[config.mk]
export PLATFORM = sky130hd
export DESIGN_NAME = misr_multi
export DESIGN_NICKNAME = d
export VERILOG_FILES = /design/src/rtl/misr_pkg.sv /design/src/rtl/misr_lane.sv /design/src/rtl/misr_multi.sv
export SDC_FILE = /design/constraint.sdc
export NUM_CORES = 1
export LEC_CHECK = 0
export ABC_AREA = 0
export ABC_CLOCK_PERIOD_IN_PS = 3300
export CAP_MARGIN = 5
export CORE_ASPECT_RATIO = 1.75
export CORE_MARGIN = 2
export CORE_UTILIZATION = 40
export CTS_BUF_LIST = sky130_fd_sc_hd__clkbuf_8
export DETAILED_ROUTE_END_ITERATION = 7
export PLACE_DENSITY = 0.79
export SETUP_SLACK_MARGIN = 0.02
export SYNTH_ARGS = -nofsm -noshare
export SYNTH_HDL_FRONTEND = slang
export SYNTH_HIERARCHICAL = 1
export SYNTH_SLANG_ARGS = --single-unit
[constraint.sdc]
create_clock -name clk -period 3.3 [get_ports clk]
set_clock_uncertainty 0.15 [all_clocks]
set_input_delay 0.99 -clock clk [delete_from_list [all_inputs] [get_ports clk]]
set_output_delay 0.99 -clock clk [all_outputs]
set_load 0.05 [all_outputs]
[src/rtl/misr_pkg.sv]
// Shared types and helpers for the multi-lane LBIST MISR.
// Holds the FSM state enum, default POLY/SEED constants and the word-folding function.
package misr_pkg;

    typedef enum logic [1:0] {
        IDLE,
        HASH,
        DONE
    } state_e;

    localparam logic [31:0] DEF_POLY = 32'h04C11DB7;
    localparam logic [31:0] DEF_SEED = 32'h0000_0000;

    // Widest CUT word / signature the fold helper handles.
    localparam int FOLD_W = 256;

    // Bit j of the CUT word lands on signature bit (j mod sig_bits).
    // This zero-extends narrow words, and XORs the sig_bits-wide chunks
    // of wide words, with the last chunk zero-padded.
    function automatic logic [FOLD_W-1:0] fold(
        input logic [FOLD_W-1:0] data,
        input int                cut_bits,
        input int                sig_bits
    );
        logic [FOLD_W-1:0] r;
        int                k;
        r = '0;
        for (int j = 0; j < FOLD_W; j++) begin
            if (j < cut_bits) begin
                k = j % sig_bits;
                r[k[7:0]] = r[k[7:0]] ^ data[j[7:0]];
            end
        end
        return r;
    endfunction

endpackage

[src/rtl/misr_lane.sv]
// One MISR lane: signature register, accepted-word counter and update logic.
// Ports: load_seed/accept/data/target in; sig, done (count==target), last (count+1==target) out.
module misr_lane
    import misr_pkg::*;
#(
    parameter int                      CUT_MSG_BITS   = 32,
    parameter int                      SIGNATURE_BITS = 32,
    parameter int                      CW             = 6,
    parameter logic [SIGNATURE_BITS-1:0] POLY         = '0,
    parameter logic [SIGNATURE_BITS-1:0] SEED         = '0
) (
    input  logic                      clk,
    input  logic                      reset,
    input  logic                      load_seed,
    input  logic                      accept,
    input  logic [CUT_MSG_BITS-1:0]   data,
    input  logic [CW-1:0]             target,
    output logic [SIGNATURE_BITS-1:0] sig,
    output logic                      done,
    output logic                      last
);

    logic [SIGNATURE_BITS-1:0] sig_q, sig_d;
    logic [CW-1:0]             cnt_q, cnt_d;
    logic [FOLD_W-1:0]         data_ext;
    logic [SIGNATURE_BITS-1:0] folded;

    always_comb begin
        data_ext                   = '0;
        data_ext[CUT_MSG_BITS-1:0] = data;
    end

    assign folded = SIGNATURE_BITS'(fold(data_ext, CUT_MSG_BITS, SIGNATURE_BITS));

    always_comb begin
        sig_d = sig_q;
        cnt_d = cnt_q;
        if (load_seed) begin
            sig_d = SEED;
            cnt_d = '0;
        end else if (accept) begin
            sig_d = {sig_q[SIGNATURE_BITS-2:0], 1'b0}
                  ^ (sig_q[SIGNATURE_BITS-1] ? POLY : '0)
                  ^ folded;
            cnt_d = cnt_q + CW'(1);
        end
    end

    always_ff @(posedge clk) begin
        if (reset) begin
            sig_q <= SEED;
            cnt_q <= '0;
        end else begin
            sig_q <= sig_d;
            cnt_q <= cnt_d;
        end
    end

    assign sig  = sig_q;
    assign done = (cnt_q == target);
    // Lookahead so the FSM can leave HASH on the edge of the final beat.
    assign last = ((cnt_q + CW'(1)) == target);

endmodule

[src/rtl/misr_multi.sv]
// Multi-channel LBIST MISR: NUM_CHANNELS lanes compacted in parallel, one response.
// Ports: cut_req_* (per-lane val/rdy/msg), lbist_req_* (start), lbist_resp_* (signatures).
// Optional MISR_TIMEOUT_EN: TIMEOUT_CYCLES parameter and lbist_resp_timeout output.
module misr_multi
    import misr_pkg::*;
#(
    parameter int          NUM_CHANNELS        = 4,
    parameter int          CUT_MSG_BITS        = 32,
    parameter int          SIGNATURE_BITS      = 32,
    parameter logic [31:0] POLY                = DEF_POLY,
    parameter logic [31:0] SEED                = DEF_SEED,
    parameter int          MAX_OUTPUTS_TO_HASH = 32,
    parameter int          LBIST_MSG_BITS      = $clog2(MAX_OUTPUTS_TO_HASH)
`ifdef MISR_TIMEOUT_EN
    ,
    parameter int          TIMEOUT_CYCLES      = 1024
`endif
) (
    input  logic                                   clk,
    input  logic                                   reset,
    input  logic [NUM_CHANNELS-1:0]                cut_req_val,
    input  logic [NUM_CHANNELS*CUT_MSG_BITS-1:0]   cut_req_msg,
    output logic [NUM_CHANNELS-1:0]                cut_req_rdy,
    input  logic                                   lbist_req_val,
    input  logic [LBIST_MSG_BITS:0]                lbist_req_msg,
    output logic                                   lbist_req_rdy,
    output logic                                   lbist_resp_val,
    output logic [NUM_CHANNELS*SIGNATURE_BITS-1:0] lbist_resp_msg,
    input  logic                                   lbist_resp_rdy
`ifdef MISR_TIMEOUT_EN
    ,
    output logic                                   lbist_resp_timeout
`endif
);

    localparam int            CW      = LBIST_MSG_BITS + 1;
    localparam logic [CW-1:0] MAX_CNT = CW'(MAX_OUTPUTS_TO_HASH);

    state_e                  state_q, state_d;
    logic [CW-1:0]           target_q, target_d;
    logic [CW-1:0]           req_clamped;
    logic                    load_seed;
    logic [NUM_CHANNELS-1:0] accept, done, last, fin;

    assign req_clamped = (lbist_req_msg > MAX_CNT) ? MAX_CNT : lbist_req_msg;

    // Ready depends only on registered state and counts, never on val.
    assign cut_req_rdy = (state_q == HASH) ? ~done : '0;
    assign accept      = cut_req_val & cut_req_rdy;
    assign fin         = done | (accept & last);

    for (genvar i = 0; i < NUM_CHANNELS; i++) begin : g_lane
        misr_lane #(
            .CUT_MSG_BITS  (CUT_MSG_BITS),
            .SIGNATURE_BITS(SIGNATURE_BITS),
            .CW            (CW),
            .POLY          (SIGNATURE_BITS'(POLY)),
            .SEED          (SIGNATURE_BITS'(SEED))
        ) u_lane (
            .clk      (clk),
            .reset    (reset),
            .load_seed(load_seed),
            .accept   (accept[i]),
            .data     (cut_req_msg[i*CUT_MSG_BITS +: CUT_MSG_BITS]),
            .target   (target_q),
            .sig      (lbist_resp_msg[i*SIGNATURE_BITS +: SIGNATURE_BITS]),
            .done     (done[i]),
            .last     (last[i])
        );
    end

`ifdef MISR_TIMEOUT_EN
    localparam int IW = $clog2(TIMEOUT_CYCLES) + 1;
    logic [IW-1:0] idle_q, idle_d;
    logic          timeout_q, timeout_d;
    assign lbist_resp_timeout = timeout_q;
`endif

    always_comb begin
        state_d        = state_q;
        target_d       = target_q;
        load_seed      = 1'b0;
        lbist_req_rdy  = 1'b0;
        lbist_resp_val = 1'b0;
`ifdef MISR_TIMEOUT_EN
        timeout_d      = timeout_q;
        idle_d         = idle_q;
        if (load_seed || (|accept)) begin
            idle_d = '0;
        end else if (state_q == HASH) begin
            idle_d = idle_q + IW'(1);
        end
`endif
        unique case (state_q)
            IDLE: begin
                lbist_req_rdy = 1'b1;
                if (lbist_req_val) begin
                    target_d  = req_clamped;
                    load_seed = 1'b1;
                    state_d   = (req_clamped == '0) ? DONE : HASH;
                end
            end
            HASH: begin
                if (&fin) begin
                    state_d = DONE;
                end
`ifdef MISR_TIMEOUT_EN
                else if (idle_q == IW'(TIMEOUT_CYCLES - 1) && !(|accept)) begin
                    state_d   = DONE;
                    timeout_d = 1'b1;
                end
`endif
            end
            DONE: begin
                lbist_resp_val = 1'b1;
                if (lbist_resp_rdy) begin
                    state_d = IDLE;
`ifdef MISR_TIMEOUT_EN
                    timeout_d = 1'b0;
`endif
                end
            end
            default: state_d = IDLE;
        endcase
`ifdef MISR_TIMEOUT_EN
        // Seed load happens in IDLE, so clear the idle count on HASH entry too.
        if (load_seed) begin
            idle_d = '0;
        end
`endif
    end

    always_ff @(posedge clk) begin
        if (reset) begin
            state_q  <= IDLE;
            target_q <= '0;
        end else begin
            state_q  <= state_d;
            target_q <= target_d;
        end
    end

`ifdef MISR_TIMEOUT_EN
    always_ff @(posedge clk) begin
        if (reset) begin
            idle_q    <= '0;
            timeout_q <= 1'b0;
        end else begin
            idle_q    <= idle_d;
            timeout_q <= timeout_d;
        end
    end
`endif

endmodule
==> summary.md <==
| Metric | Value |
|---|---|
| Worst R2R Path Depth | 7 |
| Synth area leaders | dfxtp_1 (39%), xnor2_1 (21%), nor2_1 (7.4%) |
| DRT Pass-1 Iters | 4 |
| Clk Latency, worst-skew pair | 0.47 ns |
| Mux cell area share after synthesis | 0.0683 |
| Initial antenna violation count | 0 |
| WS Path Type | flip-flop to output port |
| Hold Crit Start | g_lane[1].u_lane/sig[15] |
| Die Wd | 112 um |
| Hold WC Path Type | flip-flop to flip-flop |
| Crit-path cells | xnor2_2 > nand4_1 > nor3_1 > nor2_1 > buf_12 |
| Reg-to-reg critical path startpoint | g_lane[1].u_lane/cnt_q[0] |
| Fin. max-slew vios | 0 |
| Crit-path leading delay family | flip-flops |
| Max Freq | 326 MHz |
| Hpwl dp | 15,200 um |
| Wire per inst | 15.0 um |
| First-pass GRT wire length | 33,900 um |
| Reg-to-reg setup timing slack | 0.66 ns |
| Area Growth Syn to Fin | 42.4% |
| Final GP Congestion | 0.820 |
| Final nets | 1,261 |
| Distinct cells, synth | 38 |
| Syn Nets | 1,010 |
| Outcome | finished, final reports clean |
| Total Power | 0.00500 W |
| Post-synth EDFFs | 0 |
| WP data arrival | 1.93 ns |
| Die area | 21,700 um^2 |
| CTS H-tree depth | 4 |
| Buffers plus inverters on the worst setup path | 1 |
| Grt total ovfl | 0 |
| Crit start category | flip-flop |
| Post-synth ARST share | 0 |
| Starting Density | 0.406 |
| Yosys warning total | 6 |
| Design Area, Final | 11,700 um^2 |
| Die Span Y | 193 um |
| Period utilization | 0.930 |
| FILL cells | 1,831 |
| Final setup vio count | 0 |
| Routed Antenna Nets | 0 |
| Layout cell share with drive strength beyond 1 | 0.0647 |
| Clk buf depth | 2 |
| CTS Buf Count | 17 |
| Setup TNS | 0 ns |
| # IOs | 276 |
| Post-CTS Hold Buffers | 0 |
| Clock root cell | clkbuf_8 |
| Worst hold endpoint | g_lane[1].u_lane/sig[15] |
| Crit path max fanout | 5 |
| Synthesized area | 8210 um^2 |
| Via count | 6,772 |
| Main synth FF type | dfxtp_1 |
| Slowest cell on the critical path | dfxtp_1 |
| Compound-gate portion of the synthesized area | 0.0926 |
| FP Rows | 69 |
| GR Util All Layers | 0.191 |
| Most instantiated cells after synthesis | xnor2_1 (200), nor2_1 (161), dfxtp_1 (160) |
| Post-Synth XOR/XNOR Area | 0.269 |
| Unrepaired setup endpoints after global routing | no |
| Starting DRC count in detailed routing | 261 |
| VDD IR max | 0.000346 V |
| Hold Crit Depth | 2 |
| Syn Area/Cell | 9.50 um^2 |
| Count leader, synth | xnor2_1 |
| Area of the core | 20,200 um^2 |
| DRC | 0 |
| Synth Area in Simple Gates | 0.138 |
| Final WL | 20,700 um |
| Largest net degree at the start of global routing | 58 |
| Lkg Pwr | 3.64 nW |
| Main combinational cell family by area after synthesis | XOR/XNOR gates |
| Final hold vios | 0 |
| Cells after Synth | 864 |
| Slew HR | 0.618 |
| Post-DP Area | 11,200 um^2 |
| Leading area contributor after synthesis | dfxtp_1 |
| Critical Path Source | target_q[3] |
| Mean number of vias per cell | 4.92 |
| IO Port Bufs | 275 |
| Pwr dens | 428 nW/um^2 |
| Clock sink count | 160 |
| Slowest cell delay on critical path | 0.63 ns |
| Post-layout min period | 3.07 ns |
| FF+latch count, synth | 160 |
| Vias in the first global route | 6,861 |
| Synth top area share | 0.390 |
| Slew @ Worst Pin | 0.571 ns |
| R2R Path End | state_q[1] |
| # Max-Cap Violations | 0 |
| CTS tree | built |
| Ant. Diodes | 0 |
| Critical Path RT | 2.16 ns |
| Synth Area in Adders | 0.00610 |
| Post-synthesis sequential area ratio | 0.390 |
| Setup crit end kind | output port |
| Clock slew at reported path FFs | 0.09 ns |
## how the worst max path moves through the flow
stage / to / depth (start not counted) / slack (ns)
floorplan: g_lane[0].u_lane/sig[26] / 8 / 0.32
finish: cut_req_rdy[3] / 5 / 0.23
global route: cut_req_rdy[1] / 5 / 0.05
detailed placement: g_lane[3].u_lane/sig[21] / 6 / 0.50
CTS: cut_req_rdy[3] / 5 / 0.19
global placement: state_q[1] / 5 / 0.56
## sequential cells by signal, summed over array words and instances, names as in the netlist
register	count
target_q	6
g_lane.u_lane/sig	128
g_lane.u_lane/cnt_q	24
state_q	2
## stage by stage
step / hold slack [ns] / util / std cells / setup slack (ns)
2_1_floorplan: 0.350 / - / 864 / 0.319
3_3_place_gp: 0.345 / 0.557 / 1344 / 0.564
3_5_place_dp: 0.352 / 0.557 / 1344 / 0.500
4_1_cts: 0.363 / 0.578 / 1376 / 0.193
5_1_grt: 0.385 / 0.578 / 1376 / 0.0532
6_report: 0.362 / 0.578 / 1376 / 0.231
## kinds of logic (layout without fill, tap and decap cells)
family / count (synthesis) / in the layout
compound gates: 101 / 101
xor+xnor: 240 / 240
fa+ha+maj: 4 / 4
buf+inv: 63 / 327
flops: 160 / 160
mux: 56 / 56
simple gates: 240 / 240
## worst reg2reg max path, delay by kind of cell (launching register included)
kind,cells,cell delay (ns)
compound gates,3,0.60
xor+xnor,1,0.20
fa+ha+maj,1,0.36
flops,1,0.50
simple gates,2,0.80
## layer usage
layer	routed length (um)	track usage	share of wire
met1	7680	0.200	0.37
met2	11300	0.353	0.55
met3	801	0.0395	0.039
met4	864	0.0998	0.042
met5	0	0	0
## report_power, final
group,switching (W),internal (W),leakage (nW),total (W)
clock,0.000756,0.000842,0.217,0.00160
sequential,0.0000870,0.00200,1.29,0.00209
combinational,0.000704,0.000612,2.13,0.00132
## area by class of cell
cell class                 instances  area [um^2]  share of cell area
multi-input combinational        641         4710               0.403
sequential                       160         3200               0.274
timing repair buffer             289         3000               0.257
tap                              248          310              0.0266
clock buffer                      18          248              0.0212
clock inverter                    14          188              0.0161
inverter                           6         22.5             0.00193
## layout by cell type (no fill, tap or decap), drive strengths merged, types with 5 or more instances in the layout
cell,instances
nand4,16
dfxtp,160
nand3b,6
xor2,36
mux2i,56
xnor2,204
clkbuf,18
nand2,17
a21oi,6
nor2,161
clkdlybuf4s50,271
a211oi,80
nor3,5
inv,9
nand3,8
buf,18
## timing repair
item,4_1_cts,5_1_grt
gates resized for setup,1,0
setup buffers,0,0
setup endpoints to repair,1,0
Note: power is estimated with default switching activity, not from simulation.
